## src/rtl/sa_skew_feeder.sv

```systemverilog
// Operand feeder for the N x N systolic PE array.
// Skews A columns / B rows per lane and sequences each job.
module sa_skew_feeder #(
    parameter int N     = 4,
    parameter int WIDTH = 8,
    parameter int KW    = 8
) (
    input  logic               clk,
    input  logic               rst_n,
    input  logic               start,
    input  logic [KW-1:0]      k_len,
    input  logic               in_valid,
    output logic               in_ready,
    input  logic [N*WIDTH-1:0] a_vec_in,
    input  logic [N*WIDTH-1:0] b_vec_in,
    output logic [N*WIDTH-1:0] a_edge_out,
    output logic [N*WIDTH-1:0] b_edge_out,
    output logic               pe_en,
    output logic               busy,
    output logic               done
);

    localparam int FW = $clog2(2 * N);
    localparam logic [FW-1:0] FLUSH_LAST = FW'(2 * N - 1);

    typedef enum logic [1:0] {
        IDLE,
        LOAD,
        FLUSH,
        DONE
    } state_t;

    state_t        state;
    logic [KW-1:0] k_q;
    logic [KW-1:0] cnt;
    logic [KW-1:0] cnt_nx;
    logic [FW-1:0] fcnt;
    logic          take;
    logic          clear;

    assign take   = in_valid && in_ready;
    assign clear  = (state == IDLE);
    assign cnt_nx = cnt + 1'b1;

    always_ff @(posedge clk) begin
        if (!rst_n) begin
            state    <= IDLE;
            k_q      <= '0;
            cnt      <= '0;
            fcnt     <= '0;
            in_ready <= 1'b0;
            pe_en    <= 1'b0;
            busy     <= 1'b0;
            done     <= 1'b0;
        end else begin
            unique case (state)
                IDLE: begin
                    if (start && (k_len != '0)) begin
                        state    <= LOAD;
                        k_q      <= k_len;
                        cnt      <= '0;
                        in_ready <= 1'b1;
                        pe_en    <= 1'b1;
                        busy     <= 1'b1;
                    end
                end
                LOAD: begin
                    if (take) begin
                        cnt <= cnt_nx;
                        if (cnt_nx == k_q) begin
                            state    <= FLUSH;
                            fcnt     <= '0;
                            in_ready <= 1'b0;
                        end
                    end
                end
                FLUSH: begin
                    // Drain until the last beat has crossed the whole array
                    if (fcnt == FLUSH_LAST) begin
                        state <= DONE;
                        pe_en <= 1'b0;
                        busy  <= 1'b0;
                        done  <= 1'b1;
                    end else begin
                        fcnt <= fcnt + 1'b1;
                    end
                end
                DONE: begin
                    state <= IDLE;
                    done  <= 1'b0;
                end
            endcase
        end
    end

    for (genvar i = 0; i < N; i++) begin : g_lane
        logic [WIDTH-1:0]       a_lane;
        logic [WIDTH-1:0]       b_lane;
        logic [(i+1)*WIDTH-1:0] a_sr;
        logic [(i+1)*WIDTH-1:0] b_sr;
        logic [(i+1)*WIDTH-1:0] a_nx;
        logic [(i+1)*WIDTH-1:0] b_nx;
        logic [WIDTH-1:0]       a_q;
        logic [WIDTH-1:0]       b_q;

        // Idle lanes inject zero bubbles
        assign a_lane = take ? a_vec_in[i*WIDTH +: WIDTH] : '0;
        assign b_lane = take ? b_vec_in[i*WIDTH +: WIDTH] : '0;

        if (i == 0) begin : g_head
            assign a_nx = a_lane;
            assign b_nx = b_lane;
        end else begin : g_tail
            assign a_nx = {a_sr[i*WIDTH-1:0], a_lane};
            assign b_nx = {b_sr[i*WIDTH-1:0], b_lane};
        end

        always_ff @(posedge clk) begin
            if (!rst_n || clear) begin
                a_sr <= '0;
                b_sr <= '0;
                a_q  <= '0;
                b_q  <= '0;
            end else begin
                a_sr <= a_nx;
                b_sr <= b_nx;
                a_q  <= a_sr[i*WIDTH +: WIDTH];
                b_q  <= b_sr[i*WIDTH +: WIDTH];
            end
        end

        assign a_edge_out[i*WIDTH +: WIDTH] = a_q;
        assign b_edge_out[i*WIDTH +: WIDTH] = b_q;
    end

endmodule

```

## config.mk

```make
export PLATFORM = sky130hd
export DESIGN_NAME = sa_skew_feeder
export DESIGN_NICKNAME = d
export VERILOG_FILES = /design/src/rtl/sa_skew_feeder.sv
export SDC_FILE = /design/constraint.sdc
export NUM_CORES = 1
export LEC_CHECK = 0
export CAP_MARGIN = 20
export CORE_ASPECT_RATIO = 2
export CORE_MARGIN = 8
export CORE_UTILIZATION = 54
export DETAILED_ROUTE_END_ITERATION = 10
export PLACE_DENSITY = 0.9
export SYNTH_ARGS = -nofsm -noshare
export SYNTH_HDL_FRONTEND = slang
export SYNTH_SLANG_ARGS = --single-unit
```

## constraint.sdc

```tcl
create_clock -name clk -period 3.05 [get_ports clk]
set_input_delay 0.61 -clock clk [delete_from_list [all_inputs] [get_ports clk]]
set_output_delay 0.61 -clock clk [all_outputs]
set_load 0.01 [all_outputs]
```

==> impl_metrics.toml, run 1 <==
[cells_and_area]
layout-drive-gt1-share_pct = 5.64
layout_common_cells = "dfxtp_1 (248), and2_1 (227), clkdlybuf4s50_1 (143), nand2_1 (24), clkbuf_16 (21)"
final_util_pct = 70.7
final_cell_area_sq_um = 9670
final_common_cell = "dfxtp_1"
nNetsFinal = 869
n_antenna_cell = 0
syn2layout_area_growth_pct = 29.7

[clock_network]
cts.reportedPaths.clkPinSlew_ns = 0.07
holdBufCountCts = 0
clk_path_buf_depth = 3
htreeDepth = 1
root_buffer = "clkbuf_16"
cts.sinks = 248
cts_inserted_buffers = 20
post-cts-setup-buffer-count = 0
clock_latency_ns = 0.48
cts_resized = 0
tritoncts = "yes"

[critical_path]
timing.rr.start = "state[1]"
cp_max_fo = 16
cp-end-kind = "flop"
max_stage_delay_ns = 0.71
startpoint = "state[1]"
path_delay_family = "compound AO/OA/AOI/OAI gates"
required_ns = 3.48
critPathLaunchType = "flop"
crit_type = "flop to flop"
cp_num_buf_inv = 1
worstPathCellList = "inv_1 > ha_1 > nand3_1 > o21a_1 > a21oi_1 > nand2_1 > nor3_1 > o21a_1"
slowest_stage = "a21oi_1"
crit_top_cell = "o21a_1"
cp.arrival_ns = 3.00

[synth]
netlist_instances = 651
yosysWarnings = 0
yosys_most_used_dff = "dfxtp_1"
syn_nets = 734
post_synth.cell_area_avg_sq_um = 11.4
synthArstFlopShare_pct = 0
ys_types = 41
netlist_area_sq_um = 7450
synth_edf_count = 0
yosysSeqAreaShare_pct = 66.6
ys_ff_latch = 248

[sta]
whs_ns = 0.421
slew_viol_final = 0
min_period_over_period_pct = 84.1
setup_viol = 0
clock_skew_ns = 0.00816
timing.fmax_mhz = 390
finalCriticalPeriod_ns = 2.56
tns_ns = 0
worst_pin_slew_ns = 0.921
rsz0062_at_grt = "false"
finalHoldViolCount = 0
relSlewSlack_pct = 38.6

[global_routing]
grt_use_total_pct = 14.5
grt_pass1_vias = 4551
grt.overflow.total = 0
grt_max_degree = 122
grt_pass1_wl_mm = 21.3
antenna_found_initial = 0

[floorplanning]
rows = 61
io_pins = 144
die_w_microns = 99.1
fp.dieH_microns = 182
core_area_sq_um = 13700
dieArea_sq_um = 18000
initial_core_util_pct = 54.6

[outcome]
outcome = "completed"

[route]
dr.pass1.iters = 4
avgViaCountPerCell = 4.73
ant_nets = 0
vias = 4518
drt-total-wl_mm = 13.1
dr.first_iter.drc_count = 169
wire_per_inst_microns = 13.7
drc = 0

[placed_design]
place_congestion = 0.754
port_buffers = 143
dp_hpwl_mm = 8.69
place_area_sq_um = 8990

[run]
cap_viol_max_count = 0

[power_and_ir_drop]
power.density_nw_per_um2 = 696
power.total_mw = 6.73
vdd_drop_max_uv = 801
p_leak_nw = 3.86

[min_path]
hold_class = "flop to flop"
hp-start = "g_lane[3].b_sr[27]"
[metrics by stage]
stage          cells  setup slack [ns]
3_5_place_dp     921             0.351
4_1_cts          955             0.533
5_1_grt          955             0.288
2_1_floorplan    651             0.925
3_3_place_gp     921             0.426
6_report         955             0.486
[worst paths after layout]
| kind | to | slack [ns] | depth (start not counted) |
|---|---|---|---|
| setup / recovery | cnt[7] | 0.49 | 8 |
| hold / removal | g_lane[3].b_q[3] | 0.42 | 1 |
| setup reg to reg | cnt[7] | 0.49 | 8 |
| hold reg to reg | g_lane[3].b_q[3] | 0.42 | 1 |
[cells in the mapped netlist (3+ instances only)]
library cell  count  area (sq um)
o21a_1            6          45.0
a21boi_1         12          90.1
a21oi_1           3          15.0
buf_2             4          20.0
inv_1             7          26.3
xnor2_1           7          61.3
a31oi_1           3          18.8
xor2_1            3          26.3
nor2b_1           4          25.0
nand2_1          24          90.1
and2_1          227          1420
ha_1              7          87.6
clkbuf_1         31           116
nand3_1          15          75.1
o21ai_0           6          30.0
nand2b_1          3          18.8
nor3_1            7          35.0
dfxtp_1         248          4960
mux2i_1           6          60.1
[area by class of cell]
type | instances | area [sq um]
clock buffer | 27 | 578
clock inverter | 7 | 96.3
fill | 921 | 4000
inverter | 7 | 26.3
multi-input combinational | 360 | 2330
sequential | 248 | 4960
tap | 157 | 196
timing repair buffer | 149 | 1480
[worst register-to-register path, stage by stage, from the launching register on]
cell and delay, ns:
dfxtp_1 0.34, inv_1 0.09, ha_1 0.51, nand3_1 0.15, o21a_1 0.13, a21oi_1 0.71, nand2_1 0.24, nor3_1 0.22
o21a_1 0.13
[layer usage]
layer | global-route usage [%] | part of all wire, %
met5 | 0 | 0
met2 | 24.6 | 47
met3 | 8.17 | 13
met4 | 5.61 | 2.5
met1 | 14.2 | 37
[flip-flops by register name, summed over array words and instances (netlist names)]
name	count
fcnt	3
busy	1
g_lane.b_sr	80
k_q	8
in_ready	1
g_lane.a_q	32
cnt	8
g_lane.b_q	32
g_lane.a_sr	80
state	2
done	1
[where the power goes]
group          internal, mW  switching (mW)
registers              3.31          0.0524
clock network          1.51            1.09
logic                 0.307           0.464
[kinds of logic (layout without fill, tap and decap cells)]
| logic type | count (synthesis) | after routing | synth area share (%) |
|---|---|---|---|
| XOR/XNOR | 10 | 10 | 1.18 |
| AO/OA/AOI/OAI | 41 | 41 | 4.13 |
| adder cells (fa/ha/maj) | 7 | 7 | 1.18 |
| flip-flops | 248 | 248 | 66.6 |
| AND/OR/NAND/NOR | 296 | 296 | 23.8 |
| multiplexers | 6 | 6 | 0.806 |
| buffers and inverters | 43 | 190 | 2.28 |
No activity file was read; power rests on OpenSTA's default activity.
==> run 2: changes to the inputs <==
--- a/config.mk
+++ b/config.mk
@@ -8,9 +8,9 @@
 export CAP_MARGIN = 20
 export CORE_ASPECT_RATIO = 2
 export CORE_MARGIN = 8
-export CORE_UTILIZATION = 54
+export CORE_UTILIZATION = 46
 export DETAILED_ROUTE_END_ITERATION = 10
-export PLACE_DENSITY = 0.9
+export PLACE_DENSITY = 0.82
 export SYNTH_ARGS = -nofsm -noshare
 export SYNTH_HDL_FRONTEND = slang
 export SYNTH_SLANG_ARGS = --single-unit
==> constraint.sdc (replaced) <==
create_clock -name clk -period 2.1 [get_ports clk]
set_input_delay 0.42 -clock clk [delete_from_list [all_inputs] [get_ports clk]]
set_output_delay 0.42 -clock clk [all_outputs]
set_load 0.01 [all_outputs]
==> impl_metrics.toml, run 2 (synthesis results as in run 1) <==
[outcome]
outcome = "completed"

[cells_and_area]
layout-drive-gt1-share_pct = 7.66
nNetsFinal = 879
layout_common_cells = "dfxtp_1 (243), and2_1 (227), clkdlybuf4s50_1 (143), nand2_1 (24), clkbuf_16 (21)"
fin_cells = 1013
final_cell_area_sq_um = 9880
syn2layout_area_growth_pct = 32.6
largestRegisters = "g_lane.a_sr (80), g_lane.b_sr (80)"
n_antenna_cell = 0
final_util_pct = 61.4
final_common_cell = "dfxtp_1"

[floorplanning]
rows = 66
initial_core_util_pct = 46.3
dieArea_sq_um = 20800
fp.dieH_microns = 196
io_pins = 144
core_area_sq_um = 16100
die_w_microns = 106

[clock_network]
htreeDepth = 1
cts_inserted_buffers = 21
cts.sinks = 248
clock_latency_ns = 0.49
tritoncts = "yes"
holdBufCountCts = 0
root_buffer = "clkbuf_16"
cts.reportedPaths.clkPinSlew_ns = 0.06
clk_path_buf_depth = 3

[sta]
finalCriticalPeriod_ns = 1.99
tns_ns = 0
rsz0062_at_grt = "false"
slew_viol_final = 0
setup_viol = 0
finalHoldViolCount = 0
worst_pin_slew_ns = 0.454
min_period_over_period_pct = 94.7
timing.fmax_mhz = 503
clock_skew_ns = 0.00940
relSlewSlack_pct = 69.7

[global_routing]
grt.overflow.total = 0
antenna_found_initial = 0
grt_pass1_vias = 4594
grt_max_degree = 161
grt_use_total_pct = 12.3
grt_pass1_wl_mm = 21.2

[placed_design]
place_congestion = 0.761
port_buffers = 143
place_inst = 976
place_area_sq_um = 9150
dp_hpwl_mm = 9.00

[critical_path]
crit_type = "flop to flop"
critPathLaunchType = "flop"
cp.arrival_ns = 2.41
cp_max_fo = 6
max_stage_delay_ns = 0.42
path_delay_family = "compound AO/OA/AOI/OAI gates"
required_ns = 2.52
slowest_stage = "o41a_1"
cp_num_buf_inv = 0
cp-end-kind = "flop"
worstPathCellList = "ha_4 > nand2b_1 > o211ai_1 > a31oi_1 > o41a_1 > a2111oi_4 > mux2i_1"

[power_and_ir_drop]
vdd_drop_max_uv = 782
p_int_mw = 7.65
p_seq_share_pct = 48.8
p_clk_share_pct = 38.6
p_leak_nw = 3.94
p_sw_share_pct = 23.5
combPwrFrac_pct = 12.6
power.density_nw_per_um2 = 1010
p_sw_mw = 2.36

[min_path]
hold_class = "flop to flop"

[route]
dr.pass1.iters = 4
vias = 4521
drc = 0
dr.first_iter.drc_count = 85
wire_per_inst_microns = 12.8
ant_nets = 0
drt-total-wl_mm = 13.0
avgViaCountPerCell = 4.46

[run]
cap_viol_max_count = 0
run 2: power by group through the flow:
stage               sequential, mW  clock (mW)  combinational [mW]
global placement              4.98           0                1.20
finish                        4.88        3.86                1.26
detailed placement            4.98           0                1.25
global route                  4.89        4.18                1.40
floorplan                     4.97           0               0.784
CTS                           4.88        3.97                1.27
run 2: cell type report:
cell class,instances,area [sq um]
fillers,1295,6220
flip-flops and latches,248,4970
inverters,7,26.3
repair buffers,158,1580
clock inverters,9,130
well taps,204,255
multi-input cells,360,2350
clock buffers,27,568
run 2: path summary, 6_finish.rpt:
check                    start                  to  slack [ns]  cells past startpoint
max reg2reg             cnt[0]            state[0]        0.11                      7
min reg2reg  g_lane[2].a_sr[6]  g_lane[2].a_sr[14]        0.42                      1
max                     cnt[0]            state[0]        0.11                      7
min          g_lane[2].a_sr[6]  g_lane[2].a_sr[14]        0.42                      1
run 2: what timing repair did:
item / in CTS / in global routing
pin swaps: 1 / 1
setup endpoints to repair: 5 / 5
buffers inserted: 0 / 1
resized for setup: 2 / 7
run 2: layer usage:
| metal | vias to the layer above | track usage (%) | routed length [microns] |
|---|---|---|---|
| met2 | 158 | 21.4 | 6320 |
| met5 | - | 0 | 0 |
| met4 | 0 | 4.30 | 288 |
| met3 | 22 | 5.78 | 1440 |
| li1 | 2325 | - | - |
| met1 | 2016 | 12.5 | 4910 |
run 2: metrics by stage:
stage / hold WS [ns] / total power, mW / setup slack, ns
2_1_floorplan: 0.406 / 5.76 / 0.0875
3_3_place_gp: 0.407 / 6.18 / -0.118
3_5_place_dp: 0.410 / 6.23 / -0.181
4_1_cts: 0.425 / 10.1 / 0.0396
5_1_grt: 0.436 / 10.5 / 0.00805
6_report: 0.422 / 10.0 / 0.112
==> run 3: changes to the inputs <==
--- a/config.mk
+++ b/config.mk
@@ -6,11 +6,13 @@
 export NUM_CORES = 1
 export LEC_CHECK = 0
 export CAP_MARGIN = 20
+export CELL_PAD_IN_SITES_DETAIL_PLACEMENT = 1
+export CELL_PAD_IN_SITES_GLOBAL_PLACEMENT = 1
 export CORE_ASPECT_RATIO = 2
 export CORE_MARGIN = 8
-export CORE_UTILIZATION = 46
+export CORE_UTILIZATION = 36
 export DETAILED_ROUTE_END_ITERATION = 10
-export PLACE_DENSITY = 0.82
+export PLACE_DENSITY = 0.81
 export SYNTH_ARGS = -nofsm -noshare
 export SYNTH_HDL_FRONTEND = slang
 export SYNTH_SLANG_ARGS = --single-unit
==> impl_metrics.toml, run 3 (synthesis results as in run 1) <==
[outcome]
outcome = "completed"

[critical_path]
required_ns = 2.53
cp_max_fo = 3
cp.arrival_ns = 2.52
crit_type = "flop to flop"
timing.rr.start = "cnt[1]"
cp-end-kind = "flop"
r2r-end = "fcnt[2]"
r2r_cells = 7
rrSetupSlack_ns = 0.01
critPathLaunchType = "flop"

[power_and_ir_drop]
p_seq_share_pct = 47.2
combPwrFrac_pct = 13.0
p_sw_share_pct = 24.5
vdd_drop_max_uv = 714
power.density_nw_per_um2 = 1030
p_int_mw = 7.82
p_clk_share_pct = 39.8
p_leak_nw = 3.98
p_sw_mw = 2.54

[route]
dr.first_iter.drc_count = 106
top_layer = "met5"
wl_met3_mm = 1.01
vias = 4629
drt-total-wl_mm = 16.0
avgViaCountPerCell = 4.29
wl_met1_mm = 5.32
met2WireLength_mm = 9.11
dr.pass1.iters = 4
ant_nets = 0
drc = 0
wire_per_inst_microns = 14.9

[sta]
min_period_over_period_pct = 99.4
finalHoldViolCount = 0
worst_pin_slew_ns = 0.360
whs_ns = 0.422
setup_viol = 0
relSlewSlack_pct = 76.0
rsz0062_at_grt = "true"
timing.fmax_mhz = 479
clock_skew_ns = 0.00906
finalCriticalPeriod_ns = 2.09
slew_viol_final = 0

[min_path]
hp-start = "g_lane[3].a_sr[30]"
holdPathEnd = "g_lane[3].a_q[6]"
whs_path_depth = 1
hold_class = "flop to flop"

[placed_design]
port_buffers = 143
place_congestion = 0.846
dp_hpwl_mm = 11.3

[floorplanning]
io_pins = 144
core_area_sq_um = 20400
fp.dieH_microns = 219
die_w_microns = 118
dieArea_sq_um = 25800
rows = 74
initial_core_util_pct = 36.6

[cells_and_area]
layout-drive-gt1-share_pct = 8.35
final_common_cell = "dfxtp_1"
nNetsFinal = 883
n_antenna_cell = 0
largestRegisters = "g_lane.a_sr (80), g_lane.b_sr (80)"
syn2layout_area_growth_pct = 34.6
layout_common_cells = "dfxtp_1 (244), and2_1 (227), clkdlybuf4s50_1 (143), nand2_1 (24), clkbuf_16 (22)"
final_util_pct = 49.3

[clock_network]
tritoncts = "yes"
holdBufCountCts = 0
cts.sinks = 248
clk_path_buf_depth = 3
clock_latency_ns = 0.50
cts.reportedPaths.clkPinSlew_ns = 0.07
root_buffer = "clkbuf_16"
cts_inserted_buffers = 22
htreeDepth = 1

[run]
cap_viol_max_count = 0

[global_routing]
grt.overflow.total = 0
grt_max_degree = 82
grt_pass1_wl_mm = 25.7
grt_use_total_pct = 12.3
antenna_found_initial = 2
grt_pass1_vias = 5017
run 3: changes by cell type in the layout (fill, tap and decap cells not counted), sizes merged:
cell,previous run,this run
bufinv,3,4
inv,8,7
clkinvlp,1,2
buf,15,18
clkinv,4,6
clkbuf,27,26
run 3: critical path: stages (launching register included):
cell,delay (ns)
dfxtp_2,0.34
ha_4,0.25
xnor2_2,0.16
nand4_1,0.16
o41a_1,0.52
nor3_2,0.24
buf_4,0.17
mux2i_1,0.18
run 3: area by class of cell:
type	count	area, sq um
Fill cell	2206	10300
Sequential cell	248	4970
Multi-Input combinational cell	360	2360
Timing Repair Buffer	161	1600
Clock buffer	26	566
Tap cell	266	333
Clock inverter	12	176
Inverter	7	26.3
run 3: power by group through the flow:
stage / logic, mW / registers (mW) / clock network (mW)
2_1_floorplan: 0.784 / 4.97 / 0
3_3_place_gp: 1.30 / 4.99 / 0
3_5_place_dp: 1.34 / 5.00 / 0
4_1_cts: 1.37 / 4.89 / 4.28
5_1_grt: 1.49 / 4.90 / 4.44
6_report: 1.35 / 4.89 / 4.12
run 3: metal layers:
metal  up-vias  GRT usage, %
met4         4          6.32
li1       2334             -
met2       108          24.5
met1      2146          10.8
met3        37          3.56
met5         -             0
run 3: per-stage QoR:
stage | TNS, ns | instance area, sq um | power [mW] | setup WS (ns) | instances
after floorplan | 0 | 7450 | 5.76 | 0.0875 | 651
after global placement | -4.14 | 9260 | 6.29 | -0.241 | 1042
after detailed placement | -5.50 | 9260 | 6.34 | -0.328 | 1042
after CTS | 0 | 10000 | 10.5 | 0.0216 | 1080
after global routing | -0.104 | 10000 | 10.8 | -0.0467 | 1080
final | 0 | 10000 | 10.4 | 0.0125 | 1080
run 3: timing repair:
item	CTS	global route
setup endpoints to repair	7	5
resized for setup	2	6
pin swaps	3	5
buffers inserted	0	0
run 3: worst max path at each step:
stage	slack, ns	startpoint	end
2_1_floorplan	0.09	cnt[1]	state[0]
3_3_place_gp	-0.24	k_len[7]	cnt[0]
3_5_place_dp	-0.33	k_len[7]	cnt[0]
4_1_cts	0.02	cnt[0]	state[0]
5_1_grt	-0.05	cnt[1]	fcnt[2]
6_report	0.01	cnt[1]	fcnt[2]
